==> src/rtl/send_pkg.sv <==
// Frame constants and stage encoding shared by the serial transmitter and receiver.
package send_pkg;
    localparam logic START_BIT = 1'b0;
    localparam logic STOP_BIT  = 1'b1;
    localparam int   BIT_SIZE  = 8;

    typedef enum logic [3:0] {
        IDLE   = 4'd0,
        LOADED = 4'd1,
        START  = 4'd2,
        D0     = 4'd3,
        D1     = 4'd4,
        D2     = 4'd5,
        D3     = 4'd6,
        D4     = 4'd7,
        D5     = 4'd8,
        D6     = 4'd9,
        D7     = 4'd10,
        PARITY = 4'd11,
        STOP   = 4'd12
    } stage_t;
endpackage

==> src/rtl/send_flop.sv <==
// Register primitives: synchronous reset has priority over the load enable.
module flopr_en #(
    parameter int             W   = 1,
    parameter logic [W-1:0]   RST = '0
) (
    input  logic         clk,
    input  logic         rst,
    input  logic         en,
    input  logic [W-1:0] d,
    output logic [W-1:0] q
);
    always_ff @(posedge clk) begin
        if (rst)     q <= RST;
        else if (en) q <= d;
    end
endmodule

module bflopr_en #(
    parameter logic RST = 1'b0
) (
    input  logic clk,
    input  logic rst,
    input  logic en,
    input  logic d,
    output logic q
);
    always_ff @(posedge clk) begin
        if (rst)     q <= RST;
        else if (en) q <= d;
    end
endmodule

==> src/rtl/send.sv <==
// Serial frame transmitter: start, LSB-first data, odd parity, stop; advances one bit per i_en strobe.
module send #(
    parameter int BIT_SIZE = send_pkg::BIT_SIZE
) (
    input  logic                clk,
    input  logic                i_sclr,
    input  logic                i_en,
    input  logic                i_valid,
    input  logic [BIT_SIZE-1:0] i_data,
    output logic                o_ready,
    output logic                o_dat,
    output logic                o_done
);
    import send_pkg::*;

    localparam logic [3:0] D_LAST = 4'(int'(D0) + BIT_SIZE - 1);

    function automatic stage_t next_stage(input stage_t s);
        case (s)
            IDLE:    return IDLE;
            LOADED:  return START;
            PARITY:  return STOP;
            STOP:    return IDLE;
            default: return (s == stage_t'(D_LAST)) ? PARITY : stage_t'(s + 4'd1);
        endcase
    endfunction

    logic [3:0]          stage_q;
    stage_t              stage, stage_d;
    logic [BIT_SIZE-1:0] shift_q, shift_d;
    logic                par_q, par_d, dat_d, done_d;
    logic                accept, step, shifting;
    logic                stage_en, shift_en;

    assign stage   = stage_t'(stage_q);
    assign o_ready = (stage == IDLE);
    assign accept  = i_valid & o_ready;
    assign step    = i_en & ~o_ready;
    // Each data bit leaves the shifter on the strobe that enters its own stage.
    assign shifting = (stage >= START) && (4'(stage) < D_LAST);

    always_comb begin
        stage_en = accept | step;
        stage_d  = accept ? LOADED : next_stage(stage);
        shift_en = accept | (step & shifting);
        shift_d  = accept ? i_data : (shift_q >> 1);
        par_d    = accept ? 1'b1 : (par_q ^ shift_q[0]);
        done_d   = i_en & (stage == STOP);
        dat_d    = STOP_BIT;
        if (stage == LOADED)                     dat_d = START_BIT;
        else if (shifting)                       dat_d = shift_q[0];
        else if (stage == stage_t'(D_LAST))      dat_d = par_q;
    end

    flopr_en #(.W(4), .RST(4'(IDLE))) u_stage (
        .clk(clk), .rst(i_sclr), .en(stage_en), .d(4'(stage_d)), .q(stage_q)
    );
    flopr_en #(.W(BIT_SIZE), .RST('0)) u_shift (
        .clk(clk), .rst(i_sclr), .en(shift_en), .d(shift_d), .q(shift_q)
    );
    bflopr_en #(.RST(1'b1)) u_par (
        .clk(clk), .rst(i_sclr), .en(shift_en), .d(par_d), .q(par_q)
    );
    bflopr_en #(.RST(STOP_BIT)) u_dat (
        .clk(clk), .rst(i_sclr), .en(step), .d(dat_d), .q(o_dat)
    );
    bflopr_en #(.RST(1'b0)) u_done (
        .clk(clk), .rst(i_sclr), .en(1'b1), .d(done_d), .q(o_done)
    );
endmodule
==> config.mk <==
export PLATFORM = sky130hd
export DESIGN_NAME = send
export DESIGN_NICKNAME = d
export VERILOG_FILES = /design/src/rtl/send_pkg.sv /design/src/rtl/send_flop.sv /design/src/rtl/send.sv
export SDC_FILE = /design/constraint.sdc
export NUM_CORES = 1
export LEC_CHECK = 0
export CAP_MARGIN = 20
export CORE_ASPECT_RATIO = 0.5
export CORE_MARGIN = 2
export CORE_UTILIZATION = 25
export DETAILED_ROUTE_END_ITERATION = 16
export PLACE_DENSITY = 0.5
export SYNTH_ARGS = -nofsm -noshare
export SYNTH_HDL_FRONTEND = slang
export SYNTH_HIERARCHICAL = 1
export SYNTH_SLANG_ARGS = --single-unit
==> constraint.sdc <==
create_clock -name clk -period 2.1 [get_ports clk]
set_clock_uncertainty 0.2 [all_clocks]
set_input_delay 0.315 -clock clk [delete_from_list [all_inputs] [get_ports clk]]
set_output_delay 0.315 -clock clk [all_outputs]
set_load 0.05 [all_outputs]
== Word-level counts from Yosys, hierarchy flattened ==
Index checks and enable logic that the tools add are counted.

* Register bits after elaboration: 15
* Bits in latches: 0
* Memory bits (writable): 0
* ROM bits: 0
* Logic and storage cells: 31
* Memories: 0

* Add/subtract/negate cells: 1
* Multipliers: 0
* Divide/modulo/power cells: 0
* Order comparisons: 2
* Equal/unequal tests: 4
* Shifts and indexed selects: 0
* Muxes and demuxes: 8
* Bitwise logic cells: 8
* Reductions and logical operators: 3

{| class="wikitable"
|+ Operators with widths
! cell !! number
|-
| equality test 4 bit (second input constant) || 3
|-
| one-hot mux 4 bit (3 select lines) || 1
|-
| 2-to-1 mux 4 bit || 2
|-
| 2-to-1 mux 8 bit || 1
|-
| adder 4 x 1 -> 4 bit (second input constant) || 1
|-
| bitwise AND 1 bit || 4
|-
| equality test 4 x 1 -> 1 bit (second input constant) || 1
|-
| greater-or-equal comparator 4 x 2 -> 1 bit (second input constant) || 1
|-
| zero test 4 bit || 1
|-
| less-than comparator 4 bit (second input constant) || 1
|-
| 2-to-1 mux 1 bit || 4
|-
| bitwise OR 1 bit || 2
|-
| OR reduction 2 bit || 1
|-
| logical AND 1 bit || 1
|-
| inverter 1 bit || 1
|-
| bitwise XOR 1 bit || 1
|}

== Longest topological paths before layout ==
Gate-level depths: netlist of the first run.

* Depth in word-level cells: 5
* Mapped depth: 9
* Mapped depth without buffers: 7

== By module ==
Netlist of the first run, hierarchy kept.

{| class="wikitable"
|+ Modules (own cells, without submodules)
! module !! times used !! cells an instance !! area an instance (um2) !! sequential area each (um2)
|-
| send || 1 || 51 || 407.9 || 0.0
|-
| flopr_en (u_shift) || 1 || 26 || 285.3 || 160.2
|-
| flopr_en (u_stage) || 1 || 13 || 140.1 || 80.1
|-
| bflopr_en (u_dat ...) || 2 || 3 || 35.0 || 20.0
|-
| bflopr_en (u_done) || 1 || 3 || 33.8 || 20.0
|}

== Worst setup path after synthesis of the first run ==
Ideal clock, no wire load.

* Path type: register to register
* Start point: reg u_stage.q[0]
* End point: reg u_stage.q[0]
* Setup time: 0.114 ns
* Arrival time: 2.109 ns
* Required time: 1.786 ns
* Setup slack: -0.324 ns
* Cell stages (with the launch flop): 10
* Path buffers: 2
* Period minus slack after synthesis: 2.424 ns
* Cells stage by stage: dfxtp_1 -> inv_1 -> ha_1 -> nor3b_4 -> and2_4 -> buf_12 -> or2_1 -> clkbuf_2 -> mux2i_1 -> nor2_1

* Word-level cells in the longest chain between the ends: 4
* Elaborated cells between the ends (all ways): 14
* Those cells by class: 1 x add/sub; 4 x eq/ne; 3 x mux; 4 x bitwise; 2 x reduce/logical

{| class="wikitable"
|+ RTL lines
! element !! RTL line !! RTL
|-
| start, declared || send_flop.sv:10 || <nowiki>output logic [W-1:0] q</nowiki>
|-
| start signal, assigned || send_flop.sv:13 || <nowiki>if (rst) q <= RST;</nowiki>
|-
| start signal, assigned || send_flop.sv:14 || <nowiki>else if (en) q <= d;</nowiki>
|-
| zero test 4 bit * || send.sv:36 || <nowiki>assign o_ready = (stage == IDLE);</nowiki>
|-
| net o_ready || send.sv:10 || <nowiki>output logic o_ready,</nowiki>
|-
| inverter 1 bit || send.sv:38 || <nowiki>assign step = i_en & ~o_ready;</nowiki>
|-
| bitwise AND 1 bit || send.sv:38 ||
|-
| bitwise OR 1 bit * || send.sv:43 || <nowiki>stage_en = accept | step;</nowiki>
|-
| net stage_en || send.sv:33 || <nowiki>logic stage_en, shift_en;</nowiki>
|}

The timed path passes the listed nets; every way through them passes the cells marked *.
A chain may end at the register's enable or synchronous reset.

== Worst setup path after layout of the first run ==
* Start point: reg u_stage.q[0]
* End point: reg u_par.q

* Word-level cells in the longest chain between the ends: 5
* Elaborated cells between the ends (all ways): 10
* Those cells by class: 2 x order compare; 1 x mux; 5 x bitwise; 2 x reduce/logical

{| class="wikitable"
|+ RTL lines
! element !! RTL line !! RTL
|-
| parallel branches: the longest is 4 deep, another holds greater-or-equal comparator 4 x 2 -> 1 bit || -- ||
|-
| bitwise OR 1 bit * || send.sv:45 || <nowiki>shift_en = accept | (step & shifting);</nowiki>
|-
| net shift_en || send.sv:33 ||
|-
| end signal, assigned || send_flop.sv:28 || <nowiki>if (rst) q <= RST;</nowiki>
|-
| end signal, assigned || send_flop.sv:29 || <nowiki>else if (en) q <= d;</nowiki>
|-
| end, declared || send_flop.sv:25 || <nowiki>output logic q</nowiki>
|}

Mark *: on every way through the listed nets, which the timed path passes.

==> impl_summary.md, run 1 <==
Status
The run finished with clean final reports.

Floorplanning
The total I/O pin count is 15. The total area inside the core boundary comes to about 3500 sq um. For this configuration, the core starts out at a cell density of 26.7%.

The die is just over 90 microns wide. The floorplan step set the die height to 47.3 microns. In this run the core area contains 15 standard-cell rows. The floorplan die area is 4280 sq um.

Clock network
The number of setup buffers added after CTS is 0. The maximum level of the CTS H-tree is 1. After clock tree synthesis, the clock-pin slew on the worst setup and hold paths is approximately 0.070 ns. TritonCTS built the clock tree. For this design, the CTS-stage hold fixing added 0 buffers. The tree is rooted in a sky130_fd_sc_hd__clkbuf_8. The post-cts repair resize count is 0. The clock passes through at most 2 buffers. The clock buffer count from CTS is 3. Clock tree synthesis found a total of 15 sinks. The later-pin clock latency in the skew report is 0.25 ns.

Flow run
The number of maximum-capacitance violations is 0.

STA
Setup violations remaining at the end of the flow were counted as 0. Hold timing on the final database bottoms out at a slack of about 0.30 ns. The maximum clock frequency is 0.500 GHz. The number of max-slew violations in the final report is 0.

The tightest slew margin relative to the limit is between 60% and 70%. The final number of hold-violating endpoints is 0. The slew at the pin closest to its max-slew limit is roughly 0.5 ns.

In the finished design, the share of the clock period the worst path needs comes to between 90% and 100%. Setup repair after global routing left no endpoint under its margin. For the finished layout, the period the worst path requires is ~2 ns.

Yosys
After synthesis the netlist holds a flip-flop and latch count of 15. Summing the areas of all compound-gate instances in the mapped netlist gives 11.7% of the synthesized area. A synthesized cell averages around 9.5 sq um. The synthesized-area fraction occupied by and/or/nand/nor cells is between 15 and 20%. The proportion of register bits with asynchronous set or reset after synthesis is 0%.

The portion of synthesized area spent on multiplexers is between 20% and 30%. By area, the combinational part of the netlist is dominated by multiplexers. The number of synthesized flops with an enable pin is 0. Summed over all instances, the cell type with the most area after synthesis is sky130_fd_sc_hd__dfxtp_1. Ranked by total cell area, the synthesized netlist is headed by sky130_fd_sc_hd__dfxtp_1, sky130_fd_sc_hd__mux2i_1, sky130_fd_sc_hd__mux2_4, sky130_fd_sc_hd__nor2_1, sky130_fd_sc_hd__ha_1. After Yosys synthesis, full adders, half adders and majority gates account for 5.34% of the synthesized area. The distinct cell type count of the synthesized netlist is 32. The share of the yosys chip area belonging to registers is 32.0%.

The post-synthesis xor/xnor area fraction is less than 1%. The post-synth net total is between 100 and 150. After synthesis, the largest area contributor takes up around 32% of total cell area. Among all flip-flop cells after synthesis, the most frequent one is sky130_fd_sc_hd__dfxtp_1. The gate count after technology mapping is 99. The mapped cell area is approximately 940 sq um. In the synthesized netlist, the cells that appear most often are sky130_fd_sc_hd__dfxtp_1, sky130_fd_sc_hd__nor2_1, sky130_fd_sc_hd__mux2i_1. Yosys printed 6 warnings.

Power and ir drop
The part of the total power dissipated in sequential elements is between 20% and 30%. The share of total power dissipated in combinational logic is between 50% and 60%. In this run the power density over the cells is roughly 1300 nW/um^2. The fraction of power spent switching nets is a little under two fifths. The analysis attributes to net switching a power of approximately 0.0006 W.

The peak ir drop on the vdd network is 0.312 mV. The cell-internal power is approximately 0.00099 W. The share of total power dissipated in the clock network is between 10 and 15%. For this design the static power due to leakage is about 0.52 nW.

Min path
The worst hold path belongs to the class flop to flop.

Finish
Of the cells placed in the final design, the portion with a size suffix greater than 1 is about a quarter. The total inserted antenna cells is 0. The finished cells cover around 1200 sq um. In the final design database the tool counted 136 nets. The area added between synthesis and finish is 33.4%.

Worst setup path
The maximum net fanout on the critical path is 10. Walking the worst path, the cells encountered are inv_4 > ha_1 > or3_1 > o2111ai_1 > o311ai_2 > buf_12 > a211o_1. The worst-path cell with the longest stage delay is sky130_fd_sc_hd__or3_1. Data arrives at the worst endpoint at 1.94 ns. The critical path endpoint category is a flop. The critical path data required time is approximately 2.0 ns.

The largest single stage delay on the critical path is approximately 0.37 ns. The worst setup path is launched from a flop. The kind of critical path is flop to flop.

Routing
The post-route DRC violation count is 0. The routed design has 1990 microns of wire. The average wire length per cell after detail routing is approximately 12 microns. For this block, the initial DRC count from the detailed router was 25.

Using the TritonRoute via totals, the vias-per-cell ratio works out to between 4 and 5. For this run, the detailed router's first-pass iteration total came to 4. The total number of vias is ~740. In this run the remaining antenna-violating nets after routing total 0.

Place
The area after detailed placement is approximately 1200 sq um. Routability-driven placement finished with a final weighted congestion of 0.767. The quantity of I/O buffers inserted on ports is 14. After legalization and detailed placement, the total HPWL measured 1520 microns.

Global routing
The number of global-route vias before repair came to 741. The first global-routing pass estimated approximately 3400 microns of wire. Global routing used 10.4% of the available tracks across all layers. The initial antenna violation count is 0. The remaining global-route overflow is 0.

The maximum number of pins on one net before global-route repair is 11.
==> power by group through the flow <==
stage	logic (W)	clock network, W	registers (W)
global placement	0.000947	0	0.000414
detailed placement	0.000943	0	0.000413
CTS	0.000947	0.000248	0.000407
finish	0.000942	0.000237	0.000406
global route	0.00103	0.000260	0.000414
floorplan	0.000689	0	0.000439
==> critical path: cells and delay by family (launching register included) <==
kind,cells,cell delay [ns]
compound gates,3,0.58
simple gates,1,0.37
flops,1,0.35
buf+inv,2,0.23
fa+ha+maj,1,0.18
==> state kept, by name, indices dropped and copies added, names as in the netlist <==
register	count
u_shift/q	8
u_done/q	1
u_par/q	1
u_dat/q	1
u_stage/q	4
==> routing by layer <==
layer	up-vias	track usage (%)	wire length, microns
met2	12	18.8	914
met1	338	12.3	970
li1	383	-	-
met5	-	0	0
met4	0	2.77	21
met3	2	3.69	84
==> area by class of cell <==
class | instances | area, sq um
clock buffer | 3 | 41.3
clock inverter | 1 | 5.00
fill | 379 | 2260
inverter | 5 | 23.8
multi-input combinational | 73 | 588
sequential | 15 | 305
tap | 51 | 63.8
timing repair buffer | 22 | 223
==> logic make-up (layout without fill, tap and decap cells) <==
| group | Yosys count | after routing |
|---|---|---|
| AND/OR/NAND/NOR | 31 | 31 |
| multiplexers | 20 | 20 |
| AO/OA/AOI/OAI | 16 | 16 |
| flip-flops | 15 | 15 |
| buffers and inverters | 11 | 31 |
| adder cells (fa/ha/maj) | 4 | 4 |
| other | 1 | 1 |
| XOR/XNOR | 1 | 1 |
==> per-stage QoR <==
step | std cells | power (W) | setup slack [ns] | utilization, % | TNS (ns)
floorplan | 99 | 0.00113 | -0.184 | - | -2.05
global route | 170 | 0.00170 | 0.00131 | 35.6 | 0
global placement | 166 | 0.00136 | 0.120 | 34.3 | 0
detailed placement | 166 | 0.00136 | 0.103 | 34.3 | 0
finish | 170 | 0.00158 | 0.100 | 35.6 | 0
CTS | 170 | 0.00160 | 0.0893 | 35.6 | 0
==> final timing paths <==
kind	from	to	slack, ns	cells past startpoint
max reg2reg	u_stage/q[0]	u_par/q	0.10	7
min	u_shift/q[2]	u_shift/q[2]	0.30	2
max	u_stage/q[0]	u_par/q	0.10	7
min reg2reg	u_shift/q[2]	u_shift/q[2]	0.30	2
==> cell usage in the layout (no fill, tap or decap), types with 2 or more instances in the layout <==
master	n
sky130_fd_sc_hd__o211ai_1	2
sky130_fd_sc_hd__a211o_1	2
sky130_fd_sc_hd__inv_4	2
sky130_fd_sc_hd__nand2_1	5
sky130_fd_sc_hd__buf_12	2
sky130_fd_sc_hd__mux2_4	7
sky130_fd_sc_hd__clkdlybuf4s50_1	13
sky130_fd_sc_hd__ha_1	3
sky130_fd_sc_hd__clkbuf_8	3
sky130_fd_sc_hd__nor2_1	15
sky130_fd_sc_hd__inv_1	2
sky130_fd_sc_hd__nor2b_1	3
sky130_fd_sc_hd__o21ai_0	5
sky130_fd_sc_hd__mux2i_1	13
sky130_fd_sc_hd__buf_4	7
sky130_fd_sc_hd__dfxtp_1	13
sky130_fd_sc_hd__a21oi_1	3
(Power assumes the default switching activity.)
==> run 2, diff against run 1 <==
--- a/config.mk
+++ b/config.mk
@@ -8,9 +8,10 @@
 export CAP_MARGIN = 20
 export CORE_ASPECT_RATIO = 0.5
 export CORE_MARGIN = 2
-export CORE_UTILIZATION = 25
+export CORE_UTILIZATION = 31
 export DETAILED_ROUTE_END_ITERATION = 16
-export PLACE_DENSITY = 0.5
+export HOLD_SLACK_MARGIN = 0.15
+export PLACE_DENSITY = 0.58
 export SYNTH_ARGS = -nofsm -noshare
 export SYNTH_HDL_FRONTEND = slang
 export SYNTH_HIERARCHICAL = 1
==> impl_summary.md, run 2 (synthesis gave the netlist of run 1 again) <==
STA
The number of max-slew violations in the final report was 0 (unchanged). The final number of hold-violating endpoints is 0 (unchanged). The maximum clock frequency is 0.511 GHz (was 0.500 GHz). The worst setup slack after layout is 0.141 ns (was 0.100 ns). The final clock period utilization by the worst path is 93.3% (was 95.2%). The final period demand of the worst path is 1.96 ns (was 2.00 ns).

Setup repair after global routing missed its margin: false (unchanged). The total setup violations reported at the end of the flow is 0 (unchanged).

Place
The quantity of I/O buffers inserted on ports is 14 (unchanged). The placed wire-length estimate is 1400 microns (was 1520 microns). The global placer's final weighted congestion is 0.847 (was 0.767). The setup slack after placement came to 0.0572 ns (was 0.103 ns).

Finish
The area taken by multi-input logic gates is 591 sq um (was 588 sq um). The area occupied by registers is 305 sq um (unchanged). The total inserted antenna cells is 0 (unchanged). The ratio of cells with drive above 1 in the final layout is 24.8% (was 25.2%).

Biggest registers after layout: u_shift/q: 8 flops, u_stage/q: 4 flops (unchanged). The number of flip-flops in the largest register is 8 (unchanged). The filler cell count is 292 (was 379). The register containing the most flip-flops in the final layout was u_shift/q (unchanged).

Commonest cells after routing, fill and taps aside: sky130_fd_sc_hd__nor2_1, sky130_fd_sc_hd__clkdlybuf4s50_1, sky130_fd_sc_hd__dfxtp_1, sky130_fd_sc_hd__mux2i_1, sky130_fd_sc_hd__mux2_4 (was sky130_fd_sc_hd__nor2_1, sky130_fd_sc_hd__clkdlybuf4s50_1, sky130_fd_sc_hd__dfxtp_1, sky130_fd_sc_hd__mux2i_1). The most common cell after layout, fill and taps aside is sky130_fd_sc_hd__nor2_1 (unchanged). The number of nets in the layout was 134 (was 136).

The area added between synthesis and finish came to 29.2% (was 33.4%).

Worst setup path
The critical path data required time is 2.05 ns (was 2.04 ns). The data arrival time of the critical path is 1.91 ns (was 1.94 ns). The critical path endpoint category is a flop (unchanged). The maximum net fanout on the critical path is 5 (was 10). The critical path launch point type is a flop (unchanged). The kind of critical path is flop to flop (unchanged).

Floorplanning
The width of the die is 81.8 microns (was 90.6 microns). The floorplan die area is 3510 sq um (was 4280 sq um). The total I/O pin count is 15 (unchanged).

The effective utilization at floorplan was 31.8% (was 26.7%). The placeable core area was 2940 sq um (was 3510 sq um). The vertical die dimension is 42.9 microns (was 47.3 microns).

The site row count is 14 (was 15).

Clock network
The buffer type at the clock tree root is sky130_fd_sc_hd__clkbuf_8 (unchanged). The clock buffer count from CTS is 3 (unchanged). The buffer levels on the longest clock path came to 2 (unchanged). The TritonCTS clock tree is built (unchanged). The clock edge transition at the registers on the reported setup and hold paths is 0.06 ns (was 0.07 ns). The maximum level of the CTS H-tree came to 1 (unchanged).

The later-pin clock latency in the skew report is 0.25 ns (about the same). The number of sinks on the clock net is 15 (unchanged). The post-CTS setup buffer count is 0 (unchanged).

Power and ir drop
The switching power summed over all nets is 0.000599 W (was 0.000596 W). The part of the total power dissipated in sequential elements came to 26.4% (was 25.6%). The cell-internal power is 0.000969 W (was 0.000988 W). The static leakage was 0.504 nW (was 0.518 nW). The peak ir drop on the vdd network is 0.473 mV (was 0.312 mV).

The total power per unit cell area is 1290 nW/um^2 (was 1270 nW/um^2). The logic gate share of total power is 58.2% (was 59.4%). The overall power consumption is 0.00157 W (was 0.00158 W). The power share of the clock group was 15.4% (was 14.9%).

The fraction of power spent switching nets is 38.2% (was 37.6%).

Routing
The initial detailed-routing violation count is 14 (was 25). The number of vias per cell came to 4.54 (was 4.32). The total number of vias came to 712 (was 735). The total wire length after detailed routing is 1920 microns (was 1990 microns). The average wire length per cell after detail routing was 12.2 microns (was 11.7 microns).

The count of antenna-violating nets left after detailed routing is 0 (unchanged). The post-route DRC violation count is 0 (unchanged). The first-pass iteration count of the detailed router is 4 (unchanged).

Global routing
The remaining global-route overflow came to 0 (unchanged). The maximum number of pins on one net before global-route repair was 14 (was 11). The global-route total usage across every layer is 12.7% (was 10.4%). The initial antenna violation count is 0 (unchanged). The number of global-route vias before repair is 702 (was 741).

The first-pass GRT wire length is 3250 microns (was 3440 microns).

Min path
The classification of the worst-slack hold path is flop to flop (unchanged).

Status
Outcome: finished, final reports clean (unchanged).

Flow run
The number of maximum-capacitance violations is 0 (unchanged).
run 2: cell types whose count changed in the layout (fill, tap and decap cells not counted), sizes merged:
cell | before | now
buf | 9 | 7
run 2: timing repair:
item                                   4_1_cts  5_1_grt
hold buffers                                 0        0
endpoints found under the hold margin        0        0
resized for setup                            0        1
setup endpoints to repair                    0        4
run 2: power by group through the flow:
stage | clock [W] | combinational (W) | sequential [W]
finish | 0.000241 | 0.000913 | 0.000414
global route | 0.000265 | 0.000998 | 0.000428
CTS | 0.000255 | 0.000913 | 0.000416
detailed placement | 0 | 0.000909 | 0.000421
global placement | 0 | 0.000900 | 0.000419
floorplan | 0 | 0.000689 | 0.000439
run 2: final cells by class:
type,count,share of cell area [%]
sequential,15,25.2
inverter,5,1.96
multi-input combinational,73,48.8
tap,40,4.13
clock inverter,1,0.413
timing repair buffer,20,16.1
clock buffer,3,3.41
run 2: per-stage QoR:
stage / instance area, sq um / hold slack, ns / setup TNS (ns) / utilization, % / std cells
final: 1210 / 0.299 / 0 / 41.2 / 157
after CTS: 1210 / 0.307 / 0 / 41.1 / 157
after global placement: 1160 / 0.281 / 0 / 39.5 / 153
after global routing: 1210 / 0.337 / 0 / 41.2 / 157
after floorplan: 976 / 0.178 / -2.05 / - / 99
after detailed placement: 1160 / 0.290 / 0 / 39.5 / 153
run 2: critical path, cell delays in order (launching register included):
cell and delay (ns):
sky130_fd_sc_hd__dfxtp_2 0.35, sky130_fd_sc_hd__inv_4 0.06, sky130_fd_sc_hd__ha_1 0.18, sky130_fd_sc_hd__or3_1 0.36, sky130_fd_sc_hd__o2111ai_1 0.12, sky130_fd_sc_hd__o311ai_2 0.14, sky130_fd_sc_hd__buf_4 0.17, sky130_fd_sc_hd__a211o_1 0.27
run 2: final timing paths:
path | end | slack, ns | depth (start not counted) | start
min reg2reg | u_shift/q[4] | 0.30 | 2 | u_shift/q[4]
max | u_par/q | 0.14 | 7 | u_stage/q[0]
max reg2reg | u_par/q | 0.14 | 7 | u_stage/q[0]
min | u_shift/q[4] | 0.30 | 2 | u_shift/q[4]
run 2: layer usage:
layer / wire, microns / GRT usage (%)
met3: 82 / 3.83
met2: 796 / 18.4
met5: 0 / 0
met4: 44 / 6.00
met1: 994 / 17.1
==> run 3, diff against run 2 <==
--- a/config.mk
+++ b/config.mk
@@ -12,7 +12,10 @@
 export DETAILED_ROUTE_END_ITERATION = 16
 export HOLD_SLACK_MARGIN = 0.15
 export PLACE_DENSITY = 0.58
+export SKIP_LAST_GASP = 1
+export SLEW_MARGIN = 10
 export SYNTH_ARGS = -nofsm -noshare
 export SYNTH_HDL_FRONTEND = slang
 export SYNTH_HIERARCHICAL = 1
 export SYNTH_SLANG_ARGS = --single-unit
+export TNS_END_PERCENT = 20
==> impl_summary.md, run 3 (synthesis gave the netlist of run 1 again) <==
Global routing
The remaining global-route overflow is 0 (unchanged). The first-pass GRT wire length is 2940 microns (was 3250 microns). The number of global-route vias before repair is 667 (was 702). The initial antenna violation count is 0 (unchanged). The global-route total usage across every layer is 11.0% (was 12.7%).

The maximum number of pins on one net before global-route repair was 12 (was 14).

Finish
The core occupancy in the finished layout is 41.7% (was 41.2%). The area occupied by registers came to 305 sq um (unchanged). The area added between synthesis and finish is 30.8% (was 29.2%). The area taken by multi-input logic gates is 591 sq um (unchanged). The number of nets in the layout is 136 (was 134).

Commonest cells after routing, fill and taps aside: sky130_fd_sc_hd__nor2_1, sky130_fd_sc_hd__clkdlybuf4s50_1, sky130_fd_sc_hd__dfxtp_1, sky130_fd_sc_hd__mux2i_1, sky130_fd_sc_hd__buf_4 (was sky130_fd_sc_hd__nor2_1, sky130_fd_sc_hd__clkdlybuf4s50_1, sky130_fd_sc_hd__dfxtp_1, sky130_fd_sc_hd__mux2i_1, sky130_fd_sc_hd__mux2_4). Biggest registers after layout: u_shift/q: 8 flops, u_stage/q: 4 flops (unchanged). The number of flip-flops in the largest register came to 8 (unchanged). The register containing the most flip-flops in the final layout is u_shift/q (unchanged). The most common cell after layout, fill and taps aside is sky130_fd_sc_hd__nor2_1 (unchanged). The ratio of cells with drive above 1 in the final layout is 26.1% (was 24.8%). The total inserted antenna cells is 0 (unchanged). The filler cell count is 288 (was 292).

Flow run
The number of maximum-capacitance violations came to 0 (unchanged).

Worst setup path
The cell count of the worst reg-to-reg path is 8 (was 7). The endpoint of the most critical setup path is u_shift/q[0] (was u_par/q). The data arrival time of the critical path is 1.93 ns (was 1.91 ns). The terminus of the critical flop-to-flop path is u_shift/q[0] (was u_par/q). The kind of critical path is flop to flop (unchanged). The maximum net fanout on the critical path is 6 (was 5). The worst setup path startpoint is u_stage/q[0] (unchanged). The critical path data required time was 2.03 ns (was 2.05 ns). The slack of the worst reg-to-reg path is 0.11 ns (was 0.14 ns).

The critical path endpoint category is a flop (unchanged). The startpoint of the worst register-to-register path is u_stage/q[0] (unchanged). The critical path launch point type is a flop (unchanged).

Routing
The first-pass iteration count of the detailed router is 4 (unchanged). The number of vias per cell is 4.58 (was 4.54). The total wire length after detailed routing is 1830 microns (was 1920 microns). The count of antenna-violating nets left after detailed routing was 0 (unchanged).

The initial detailed-routing violation count is 27 (was 14). The average wire length per cell after detail routing is 11.5 microns (was 12.2 microns). The post-route DRC violation count is 0 (unchanged).

The total number of vias is 729 (was 712).

Clock network
The TritonCTS clock tree is built (unchanged). The post-CTS setup buffer count is 0 (unchanged). The maximum level of the CTS H-tree was 1 (unchanged). The later-pin clock latency in the skew report is 0.25 ns (about the same). The clock edge transition at the registers on the reported setup and hold paths is 0.07 ns (was 0.06 ns). The number of sinks on the clock net is 15 (unchanged). The clock buffer count from CTS is 3 (unchanged). The buffer type at the clock tree root is sky130_fd_sc_hd__clkbuf_8 (unchanged).

The buffer levels on the longest clock path is 2 (unchanged).

STA
The number of max-slew violations in the final report was 0 (unchanged). The final period demand of the worst path came to 1.99 ns (was 1.96 ns). At the pin with the least slew margin, the transition time is roughly 0.50 ns. The maximum clock frequency is 0.502 GHz (was 0.511 GHz).

The total setup violations reported at the end of the flow is 0 (unchanged). The worst setup slack after layout came to 0.108 ns (was 0.141 ns). The final clock period utilization by the worst path is 94.9% (was 93.3%). Setup repair after global routing missed its margin: true (was false). Measured against its own limit, the worst slew margin works out to about two thirds. The final number of hold-violating endpoints came to 0 (unchanged).

The final total negative setup slack is 0 ns (unchanged).

Place
The global placer's final weighted congestion is 0.743 (was 0.847). The quantity of I/O buffers inserted on ports came to 14 (unchanged). The placed wire-length estimate is 1320 microns (was 1400 microns). The setup slack after placement is 0.0569 ns (was 0.0572 ns).

Status
Outcome: finished, final reports clean (unchanged).

Floorplanning
The width of the die came to 81.8 microns (unchanged). The vertical die dimension is 42.9 microns (unchanged). The placeable core area is 2940 sq um (unchanged). The floorplan die area came to 3510 sq um (unchanged). The total I/O pin count is 15 (unchanged). The site row count is 14 (unchanged). The effective utilization at floorplan is 31.8% (unchanged).

Power and ir drop
The peak ir drop on the vdd network is 0.471 mV (was 0.473 mV). The static leakage is 0.514 nW (was 0.504 nW). The total power per unit cell area is 1280 nW/um^2 (was 1290 nW/um^2).

Min path
The classification of the worst-slack hold path is flop to flop (unchanged).
[run 3: changes by cell type in the layout (fill, tap and decap cells not counted), sizes merged]
cell and change:
buf +2
[run 3: cell type report]
type | count | share of cell area (%)
Multi-Input combinational cell | 73 | 48.2
Sequential cell | 15 | 24.9
Timing Repair Buffer | 22 | 17.1
Tap cell | 40 | 4.08
Clock buffer | 3 | 3.37
Inverter | 5 | 1.94
Clock inverter | 1 | 0.408
[run 3: metrics by stage]
| stage | total power [W] | area [sq um] | hold slack (ns) | instances |
|---|---|---|---|---|
| after global routing | 0.00168 | 1230 | 0.326 | 159 |
| after global placement | 0.00132 | 1180 | 0.279 | 155 |
| after floorplan | 0.00112 | 968 | 0.178 | 99 |
| after CTS | 0.00158 | 1220 | 0.304 | 159 |
| final | 0.00157 | 1230 | 0.299 | 159 |
| after detailed placement | 0.00133 | 1180 | 0.284 | 155 |
[run 3: power by group]
| part | switching, W | total, W | leakage [nW] | internal, W |
|---|---|---|---|---|
| Combinational | 0.000424 | 0.000918 | 0.366 | 0.000494 |
| Sequential | 0.0000578 | 0.000412 | 0.123 | 0.000355 |
| Clock | 0.000113 | 0.000244 | 0.0255 | 0.000132 |
| Total | 0.000594 | 0.00157 | 0.514 | 0.000980 |
[run 3: timing repair]
action / 4_1_cts / 5_1_grt
setup endpoints to repair: 0 / 4
hold buffers: 0 / 0
gates resized for setup: 0 / 1
[run 3: worst max-delay path, stage by stage (launching register included)]
cell	delay [ns]
sky130_fd_sc_hd__dfxtp_2	0.35
sky130_fd_sc_hd__inv_4	0.05
sky130_fd_sc_hd__ha_1	0.18
sky130_fd_sc_hd__or3_1	0.38
sky130_fd_sc_hd__o2111ai_1	0.13
sky130_fd_sc_hd__o311ai_2	0.17
sky130_fd_sc_hd__buf_4	0.20
sky130_fd_sc_hd__mux2i_1	0.15
sky130_fd_sc_hd__nor2_1	0.05
[run 3: worst min path at each step]
| stage | start | endpoint | slack [ns] | cells past startpoint |
|---|---|---|---|---|
| after floorplan | i_sclr | u_stage/q[1] | 0.18 | 1 |
| after global placement | u_shift/q[7] | u_shift/q[7] | 0.28 | 2 |
| after detailed placement | u_shift/q[4] | u_shift/q[4] | 0.28 | 2 |
| after CTS | u_shift/q[4] | u_shift/q[4] | 0.30 | 2 |
| after global routing | u_shift/q[5] | u_shift/q[5] | 0.33 | 2 |
| final | u_shift/q[4] | u_shift/q[4] | 0.30 | 2 |
[run 3: per-layer routing]
metal	share of wire (%)	track usage, %	up-vias
met5	0	0	-
met4	1.0	4.00	0
met3	4.2	3.40	3
met2	46	17.7	10
met1	49	13.7	333
li1	-	-	383
